--- src/rtl/gesture_bus_pkg.sv ---
// Shared definitions for the gesture DAC bus: slot ids used by both the
// transmit and receive sides, plus the receiver's frame-tracking state encoding.
package gesture_bus_pkg;

    localparam logic [1:0] SLOT_IDLE  = 2'd0;
    localparam logic [1:0] SLOT_ROLL  = 2'd1;
    localparam logic [1:0] SLOT_HOVER = 2'd2;
    localparam logic [1:0] SLOT_PITCH = 2'd3;

    // strobe + 2-bit slot id + 8-bit data
    localparam int BUS_W = 11;

    typedef enum logic [1:0] {
        ST_HUNT = 2'd0,
        ST_EXP1 = 2'd1,
        ST_EXP2 = 2'd2,
        ST_EXP3 = 2'd3
    } rx_state_e;

endpackage

--- src/rtl/bus_sync.sv ---
// Multi-flop synchronizer for a bundle of asynchronous input bits.
// Every bit sees the same chain depth, so the bundle stays aligned.
module bus_sync #(
    parameter int STAGES = 2,
    parameter int WIDTH  = 11
) (
    input  logic             i_clock,
    input  logic             i_reset,
    input  logic [WIDTH-1:0] i_d,
    output logic [WIDTH-1:0] o_q
);

    logic [WIDTH-1:0] r_chain [STAGES];

    // Shift the bundle through the synchronizer chain
    always_ff @(posedge i_clock) begin
        if (i_reset) begin
            for (int i = 0; i < STAGES; i++) begin
                r_chain[i] <= '0;
            end
        end else begin
            r_chain[0] <= i_d;
            for (int i = 1; i < STAGES; i++) begin
                r_chain[i] <= r_chain[i-1];
            end
        end
    end

    assign o_q = r_chain[STAGES-1];

endmodule

--- src/rtl/dac_bus_receiver.sv ---
// Receive end of the time-multiplexed gesture DAC bus: demultiplexes idle/roll/
// hover/pitch slots, commits whole frames atomically and watches link health.
module dac_bus_receiver
    import gesture_bus_pkg::*;
#(
    parameter int SYNC_STAGES = 2,
    parameter int MIN_PULSE   = 4,
    parameter int TIMEOUT     = 20000
) (
    input  logic       clock,
    input  logic       reset,
    input  logic       write_signal,
    input  logic [1:0] gest_select,
    input  logic [7:0] gest_out,
    output logic [7:0] roll,
    output logic [7:0] hover,
    output logic [7:0] pitch,
    output logic       data_valid,
    output logic       frame_strobe,
    output logic       seq_error,
    output logic       link_lost
);

    localparam int PCW = $clog2(MIN_PULSE + 1);

    logic [BUS_W-1:0] w_sync;
    logic             w_ws;
    logic [1:0]       w_sel;
    logic [7:0]       w_dat;
    logic             w_cap;
    logic             w_idle_zero;
    logic             w_to_expire;

    logic [PCW-1:0]   r_pcnt;
    logic             r_ws_prev;
    logic [1:0]       r_sel_hold;
    logic [7:0]       r_dat_hold;
    logic             r_cap_vld;
    logic [1:0]       r_cap_sel;
    logic [7:0]       r_cap_dat;
    logic [15:0]      r_to_cnt;
    rx_state_e        r_state;
    rx_state_e        w_state_nxt;
    logic [7:0]       r_sh_roll;
    logic [7:0]       r_sh_hover;
    logic             w_load_roll;
    logic             w_load_hover;
    logic             w_commit;
    logic             w_seq_err;

    logic [7:0]       r_roll;
    logic [7:0]       r_hover;
    logic [7:0]       r_pitch;
    logic             r_data_valid;
    logic             r_frame_strobe;
    logic             r_seq_error;
    logic             r_link_lost;

    bus_sync #(
        .STAGES (SYNC_STAGES),
        .WIDTH  (BUS_W)
    ) u_bus_sync (
        .i_clock (clock),
        .i_reset (reset),
        .i_d     ({write_signal, gest_select, gest_out}),
        .o_q     (w_sync)
    );

    assign w_ws  = w_sync[10];
    assign w_sel = w_sync[9:8];
    assign w_dat = w_sync[7:0];

    // A strobe counts only if it stayed high for at least MIN_PULSE cycles
    assign w_cap       = r_ws_prev & ~w_ws & (r_pcnt >= PCW'(MIN_PULSE));
    assign w_idle_zero = (r_cap_sel == SLOT_IDLE) && (r_cap_dat == 8'h00);
    // Capture on the same cycle overrides an expiring timeout
    assign w_to_expire = ~r_cap_vld & (r_to_cnt == 16'(TIMEOUT - 1));

    // Strobe qualification and capture of the slot seen on the last high cycle
    always_ff @(posedge clock) begin
        if (reset) begin
            r_pcnt     <= '0;
            r_ws_prev  <= 1'b0;
            r_sel_hold <= 2'd0;
            r_dat_hold <= 8'h00;
            r_cap_vld  <= 1'b0;
            r_cap_sel  <= 2'd0;
            r_cap_dat  <= 8'h00;
        end else begin
            r_ws_prev <= w_ws;
            if (w_ws) begin
                if (r_pcnt != PCW'(MIN_PULSE)) begin
                    r_pcnt <= r_pcnt + PCW'(1);
                end
                r_sel_hold <= w_sel;
                r_dat_hold <= w_dat;
            end else begin
                r_pcnt <= '0;
            end
            r_cap_vld <= w_cap;
            if (w_cap) begin
                r_cap_sel <= r_sel_hold;
                r_cap_dat <= r_dat_hold;
            end
        end
    end

    // Frame-ordering next state; any bad slot aborts, a clean idle resyncs in place
    always_comb begin
        w_state_nxt  = r_state;
        w_load_roll  = 1'b0;
        w_load_hover = 1'b0;
        w_commit     = 1'b0;
        w_seq_err    = 1'b0;
        if (r_cap_vld) begin
            case (r_state)
                ST_HUNT: begin
                    if (w_idle_zero) begin
                        w_state_nxt = ST_EXP1;
                    end else begin
                        w_state_nxt = ST_HUNT;
                    end
                end
                ST_EXP1: begin
                    if (r_cap_sel == SLOT_ROLL) begin
                        w_load_roll = 1'b1;
                        w_state_nxt = ST_EXP2;
                    end else begin
                        w_seq_err   = 1'b1;
                        w_state_nxt = w_idle_zero ? ST_EXP1 : ST_HUNT;
                    end
                end
                ST_EXP2: begin
                    if (r_cap_sel == SLOT_HOVER) begin
                        w_load_hover = 1'b1;
                        w_state_nxt  = ST_EXP3;
                    end else begin
                        w_seq_err   = 1'b1;
                        w_state_nxt = w_idle_zero ? ST_EXP1 : ST_HUNT;
                    end
                end
                ST_EXP3: begin
                    if (r_cap_sel == SLOT_PITCH) begin
                        w_commit    = 1'b1;
                        w_state_nxt = ST_HUNT;
                    end else begin
                        w_seq_err   = 1'b1;
                        w_state_nxt = w_idle_zero ? ST_EXP1 : ST_HUNT;
                    end
                end
                default: begin
                    w_state_nxt = ST_HUNT;
                end
            endcase
        end else if (w_to_expire) begin
            w_state_nxt = ST_HUNT;
        end else begin
            w_state_nxt = r_state;
        end
    end

    // State, shadow, committed outputs and link watchdog
    always_ff @(posedge clock) begin
        if (reset) begin
            r_state        <= ST_HUNT;
            r_sh_roll      <= 8'h00;
            r_sh_hover     <= 8'h00;
            r_roll         <= 8'h00;
            r_hover        <= 8'h00;
            r_pitch        <= 8'h00;
            r_data_valid   <= 1'b0;
            r_frame_strobe <= 1'b0;
            r_seq_error    <= 1'b0;
            r_link_lost    <= 1'b0;
            r_to_cnt       <= 16'd0;
        end else begin
            r_state        <= w_state_nxt;
            r_frame_strobe <= w_commit;
            r_seq_error    <= w_seq_err;

            if (w_seq_err) begin
                r_sh_roll  <= 8'h00;
                r_sh_hover <= 8'h00;
            end else if (w_load_roll) begin
                r_sh_roll <= r_cap_dat;
            end else if (w_load_hover) begin
                r_sh_hover <= r_cap_dat;
            end

            if (w_commit) begin
                r_roll       <= r_sh_roll;
                r_hover      <= r_sh_hover;
                r_pitch      <= r_cap_dat;
                r_data_valid <= 1'b1;
                r_link_lost  <= 1'b0;
            end else if (w_to_expire) begin
                r_data_valid <= 1'b0;
                r_link_lost  <= 1'b1;
            end

            if (r_cap_vld) begin
                r_to_cnt <= 16'd0;
            end else if (r_to_cnt != 16'(TIMEOUT)) begin
                r_to_cnt <= r_to_cnt + 16'd1;
            end
        end
    end

    assign roll         = r_roll;
    assign hover        = r_hover;
    assign pitch        = r_pitch;
    assign data_valid   = r_data_valid;
    assign frame_strobe = r_frame_strobe;
    assign seq_error    = r_seq_error;
    assign link_lost    = r_link_lost;

endmodule

--- config.mk ---
export PLATFORM = sky130hd
export DESIGN_NAME = dac_bus_receiver
export DESIGN_NICKNAME = d
export VERILOG_FILES = /design/src/rtl/gesture_bus_pkg.sv /design/src/rtl/bus_sync.sv /design/src/rtl/dac_bus_receiver.sv
export SDC_FILE = /design/constraint.sdc
export NUM_CORES = 1
export LEC_CHECK = 0
export BUFFER_PORTS_ARGS = -buffer_cell sky130_fd_sc_hd__buf_4
export CAP_MARGIN = 20
export CORE_MARGIN = 1
export CORE_UTILIZATION = 52
export CTS_CLUSTER_DIAMETER = 60
export DETAILED_ROUTE_END_ITERATION = 12
export GPL_ROUTABILITY_DRIVEN = 0
export PLACE_DENSITY = 0.82
export SLEW_MARGIN = 20
export SYNTH_ARGS = -nofsm -noshare
export SYNTH_HDL_FRONTEND = slang
export SYNTH_SLANG_ARGS = --single-unit
--- constraint.sdc ---
create_clock -name clock -period 1.6 [get_ports clock]
set_clock_uncertainty 0.2 [all_clocks]
set_input_delay 0 -clock clock [delete_from_list [all_inputs] [get_ports clock]]
set_output_delay 0 -clock clock [all_outputs]
set_load 0.01 [all_outputs]
After elaboration in Yosys (flattened, before gate mapping). Memory sizes are Yosys's and may differ from the RTL's. Index checks and enable logic that the tools add are counted.

Logic and storage cells: 78. Bits in registers: 87. Bits in writable memories: 22. Input bits: 13. Output and inout bits: 28. Memories kept: 1.

Bitwise gates (word level): 8. Add/sub/neg operators: 2. Equality and inequality tests: 9. Mux-type cells: 28. Order comparisons: 1. Reductions and logical operators: 11.

Memory list: u_bus_sync.r_chain (words 2, width 11, rd ports 2, clocked after Yosys merged registers in 0, wr ports 2, RTL line bus_sync.sv:13) `logic [WIDTH-1:0] r_chain [STAGES];`.

Operators by type and width (count): $mux 11 (2); $mux 1 (19); $add 16x1->16 const B (1); $eq 16x15->1 const B (1); $ne 16x15->1 const B (1); $mux 2 (5); $eq 2x2->1 const B (4); $logic_not 8->1 (1); $pmux 2 s4 (1); $reduce_or 2->1 (4); $eq 2x1->1 const B (2); $logic_not 2->1 (2); $reduce_bool 2->1 (2); $add 3x1->3 const B (1); $and 1x1->1 (3); $ge 3x3->1 const B (1); $ne 3x3->1 const B (1); $not 1->1 (3); $pmux 1 s3 (1); $or 1x1->1 (2); $reduce_and 2->1 (1); $logic_and 1x1->1 (1).

Depth between registers and ports, before layout.
Depth in word-level cells: 6. Gate-level depth with buffers: 6. Depth with buffers taken out: 6.

Modules after synthesis. A second synthesis with hierarchy kept.

Cells, all modules: 430. Area, all modules: 4087.7 um2.

Modules (own cells, without submodules): dac_bus_receiver (area each 3364.5 um2, seq. area each 1741.7 um2, times used 1, cells each 373); bus_sync (area each 723.2 um2, seq. area each 440.4 um2, times used 1, cells each 57).

Least setup slack after synthesis. No wires, ideal clock.

Kind: register to register. Start: register r_to_cnt[0]. End: register r_to_cnt[14]. Clock period less this slack: 1583 ps. Slack: 17 ps. Cell stages (with the launch flop): 6. Buffers on the path: 0. Arrival: 1256 ps. Library setup time: 128 ps. Data required time: 1272 ps. Cells stage by stage: dfxtp_1 ha_1 nand4_1 nor4_1 xnor2_1 nor2_1.

Longest elaborated chain between the ends: 1. Elaborated cells between the ends (all ways): 2. Those cells by class: add/sub: 1; eq/ne: 1.

Ends and longest elaborated chain: from (decl) (RTL line dac_bus_receiver.sv:41) `logic [15:0] r_to_cnt;`; from (signal assigned) (RTL line dac_bus_receiver.sv:204) `r_to_cnt <= r_to_cnt + 16'd1;`; $add 16x1->16 or $ne 16x15->1 (tied branches) (RTL line dac_bus_receiver.sv:204, dac_bus_receiver.sv:203).

Parallel ways exist; a longest one is shown, timed or not. A chain may end at the register's enable or synchronous reset.

Worst setup path in the final report.
Start: register r_to_cnt[1]. End: register r_to_cnt[14].

The elaborated chain is that of the path after synthesis.

==> metrics.md <==
| Metric | Value |
|---|---|
| Pin count of the biggest net entering global routing | `66` |
| Core area | `7331 sq um` |
| Critical-path cell with the highest stage delay | `sky130_fd_sc_hd__dfxtp_4` |
| Synth Cell Area | `3973 sq um` |
| Synthesized area per cell | `9.260 sq um` |
| Multiplexer share of the synthesized area | `0.07055` |
| Number of buffers added by the clock tree synthesis step | `9` |
| Crit path kind | `reg2reg` |
| Total number of nets in the final design | `521` |
| FP Rows | `31` |
| Number of search-and-repair iterations in the first detailed-routing pass | `4` |
| Final critical-path required period | `1.661 ns` |
| Clock edge transition at the registers on the reported setup and hold paths | `0.11 ns` |
| Starting Density | `0.5419` |
| Main flop type after synthesis | `sky130_fd_sc_hd__dfxtp_1` |
| Least setup slack across all paths after layout | `-0.06051 ns` |
| RSZ-0062 raised after global routing | `yes` |
| # clock sinks | `109` |
| Internal Pwr Total | `3.649 mW` |
| Count of non-filler cells in the finished layout | `608` |
| DR vias/cell | `5.107` |
| Share of the core filled with cells in the final layout | `0.6912` |
| Part of the total power dissipated in the clock network | `0.374` |
| Final Slew Violations | `0` |
| Violations in the final reports | `negative setup slack` |
| Syn. warnings | `0` |
| I/O Buffers | `40` |
| Maximum buffer depth of the clock tree | `2` |
| Post-layout total power | `4.715 mW` |
| Setup violators final | `4` |
| Yosys top cell area share | `0.5493` |
| Global Route Usage Sum | `0.2168` |
| Biggest area contributors in the synthesized netlist | `sky130_fd_sc_hd__dfxtp_1, sky130_fd_sc_hd__nand2_1, sky130_fd_sc_hd__mux2i_1` |
| Endpoint arrival time on the critical path | `1.73 ns` |
| Series of cell instances along the critical path | `ha_4 -> nand4_1 -> buf_4 -> nor4_2 -> xnor2_1 -> nor2_1` |
| Compound-gate portion of the synthesized area | `0.06299` |
| Fraction of synthesized cell area in xor and xnor cells | `0.02866` |
| Filler cell count in the final layout | `522` |
| Instance count after placement with tap cells included | `561` |
| Simple-gate portion of the synthesized area | `0.2428` |
| Layout cell share with drive strength beyond 1 | `0.2043` |
| Largest vdd supply drop | `0.0006274 V` |
| Kind of cell adding the most delay to the critical path | `simple AND/OR/NAND/NOR gates` |
| Number of routed nets with antenna violations | `0` |
| Crit path buf inv count | `1` |
| Max-capacitance violation count | `0` |
| Clock latency on the worst-skew pair | `0.38 ns` |
| Synthesized instance count | `429` |
| Slew at the pin with the worst max-slew slack | `0.3432 ns` |
| Sequential element share of the synthesized area | `0.5493` |
| Largest family of logic cells by synthesized area | `simple AND/OR/NAND/NOR gates` |
| Leakage power total | `1.973 nW` |
| Half-perimeter wire length after detailed placement | `4974 microns` |
| Top cell type by total area after synthesis | `sky130_fd_sc_hd__dfxtp_1` |
| Proportion of register bits with asynchronous set or reset after synthesis | `0` |
| Vias post-DR | `3105` |
| Leading cell type by number of instances after synthesis | `sky130_fd_sc_hd__dfxtp_1` |
| Initial DRC count | `202` |
| Remaining DRCs | `0` |
| Final hold violation count | `0` |
| Share of synthesized cell area in full adder, half adder and majority cells | `0.01260` |
| Most frequent cells after synthesis | `sky130_fd_sc_hd__dfxtp_1, sky130_fd_sc_hd__nand2_1, sky130_fd_sc_hd__a21oi_1, sky130_fd_sc_hd__nor2_1, sky130_fd_sc_hd__mux2i_1` |
| Die Wd | `89.41 microns` |
| Post-synthesis register bit count | `109` |
| Net switching power figure | `1.067 mW` |
| Worst Path Required | `1.67 ns` |
| Via count of the first global-routing pass | `2990` |
| Result of the run | `finished, violations left` |
| Height of the die | `89.41 microns` |
| Number of top-level design ports | `41` |
| Maximum single-stage delay on the critical path | `0.38 ns` |
| Power per standard cell area | `930.5 nW/um^2` |
| Worst Hold Class | `reg2reg` |
| Number of synthesized flops with an enable pin | `0` |
| Cell at the root of the clock tree | `sky130_fd_sc_hd__clkbuf_8` |
| Layout Area Growth over Synthesis | `27.56%` |
| Global-route wire length before repair | `13120 microns` |
| Total congestion overflow | `0` |
| Gate power share | `0.040` |
| Headroom to the max-slew limit | `0.7710` |
| WL/cell | `13.06 microns` |
| Launching element type of the critical path | `register` |
| CP Max Fanout | `4` |
| Ratio of final minimum period to clock period | `1.038` |
| Antenna violations before repair | `0` |
| Number of distinct library cells after synthesis | `39` |
| Routed Wire Length | `7940 microns` |
| Die area | `7993 sq um` |
| Endpoint kind of the worst setup timing path | `register` |
| CTS tree | `yes` |
| Max Freq | `0.6022 GHz` |
| Relative contribution of sequential cells to total power | `0.587` |
| R2R setup slack | `-0.06 ns` |
| Switch share | `0.2262` |
| Worst hold slack | `0.2464 ns` |
| H-tree depth reported by CTS | `3` |
| Number of antenna diodes | `0` |
| Mapped Nets | `446` |
## metrics by stage
step	TNS (ns)	setup slack [ns]	area, sq um
2_1_floorplan	0	0.01664	3973
3_3_place_gp	-0.1079	-0.01680	4433
3_5_place_dp	-1.046	-0.1064	4433
4_1_cts	-0.002216	-0.002216	4951
5_1_grt	-1.018	-0.1326	5067
6_report	-0.1516	-0.06051	5067
## power groups by stage
stage | clock [mW] | combinational, mW | sequential (mW)
after floorplan | 0 | 0.0856 | 2.82
after detailed placement | 0 | 0.133 | 2.83
after CTS | 1.79 | 0.184 | 2.77
final | 1.76 | 0.188 | 2.77
after global routing | 1.92 | 0.205 | 2.77
after global placement | 0 | 0.127 | 2.82
## final timing paths
| kind | from | endpoint | cells past startpoint |
|---|---|---|---|
| worst min register to register | u_bus_sync.r_chain[0][1]$_SDFF_PP0_ | u_bus_sync.r_chain[0][12]$_SDFF_PP0_ | 1 |
| worst min-delay path | u_bus_sync.r_chain[0][1]$_SDFF_PP0_ | u_bus_sync.r_chain[0][12]$_SDFF_PP0_ | 1 |
| worst max-delay path | r_to_cnt[1]$_SDFFE_PP0P_ | r_to_cnt[14]$_SDFFE_PP0P_ | 6 |
| worst max register to register | r_to_cnt[1]$_SDFFE_PP0P_ | r_to_cnt[14]$_SDFFE_PP0P_ | 6 |
## timing repair
action	in CTS	in global routing
hold buffers	23	0
endpoints found under the setup margin	24	23
endpoints found under the hold margin	27	0
setup buffers	2	6
gates resized for setup	11	16
pin swaps	3	12
## registers in the layout (all words and copies together) (netlist names), 3 cells and up
signal	cells
u_bus_sync.r_chain	22
r_cap_dat	8
r_dat_hold	8
pitch	8
r_sh_roll	8
r_pcnt	3
r_sh_hover	8
roll	8
hover	8
r_to_cnt	16
## cell type report
type                       instances  area, sq um  share of cell area
sequential                       109         2196              0.4333
multi-input combinational        290         1770              0.3494
timing repair buffer              86        728.2              0.1437
clock buffer                      10        137.6             0.02716
tap                               99        123.9             0.02444
clock inverter                     6        81.33             0.01605
inverter                           8        30.03            0.005926
## cell families (layout without fill, tap and decap cells)
kind of cell / after synthesis / count (layout)
flip-flops: 109 / 109
multiplexers: 28 / 28
buffers and inverters: 30 / 110
adder cells (fa/ha/maj): 4 / 4
AND/OR/NAND/NOR: 199 / 199
AO/OA/AOI/OAI: 46 / 46
XOR/XNOR: 13 / 13
## cells in the final DEF, fill, tap and decap left out, types with 2 or more instances in the layout
master,instances
sky130_fd_sc_hd__a21oi_1,37
sky130_fd_sc_hd__buf_12,2
sky130_fd_sc_hd__buf_4,61
sky130_fd_sc_hd__clkbuf_8,10
sky130_fd_sc_hd__clkinvlp_4,2
sky130_fd_sc_hd__dfxtp_1,102
sky130_fd_sc_hd__dfxtp_2,5
sky130_fd_sc_hd__dfxtp_4,2
sky130_fd_sc_hd__dlygate4sd3_1,23
sky130_fd_sc_hd__ha_1,3
sky130_fd_sc_hd__inv_1,8
sky130_fd_sc_hd__mux2i_1,28
sky130_fd_sc_hd__nand2_1,78
sky130_fd_sc_hd__nand2b_1,6
sky130_fd_sc_hd__nand3_1,6
sky130_fd_sc_hd__nand3b_1,2
sky130_fd_sc_hd__nand4_1,7
sky130_fd_sc_hd__nor2_1,34
sky130_fd_sc_hd__nor2b_1,24
sky130_fd_sc_hd__nor3_1,20
sky130_fd_sc_hd__nor3_2,2
sky130_fd_sc_hd__nor4_2,2
sky130_fd_sc_hd__nor4_4,2
sky130_fd_sc_hd__nor4b_4,2
sky130_fd_sc_hd__or2_2,2
sky130_fd_sc_hd__xnor2_1,10
sky130_fd_sc_hd__xor2_1,3
## routing by layer
layer	share of wire	track usage
met2	0.50	0.3754
met3	0.041	0.05263
met4	0.019	0.09524
met1	0.44	0.2555
met5	0	0
No activity file was read; power rests on OpenSTA's default activity.
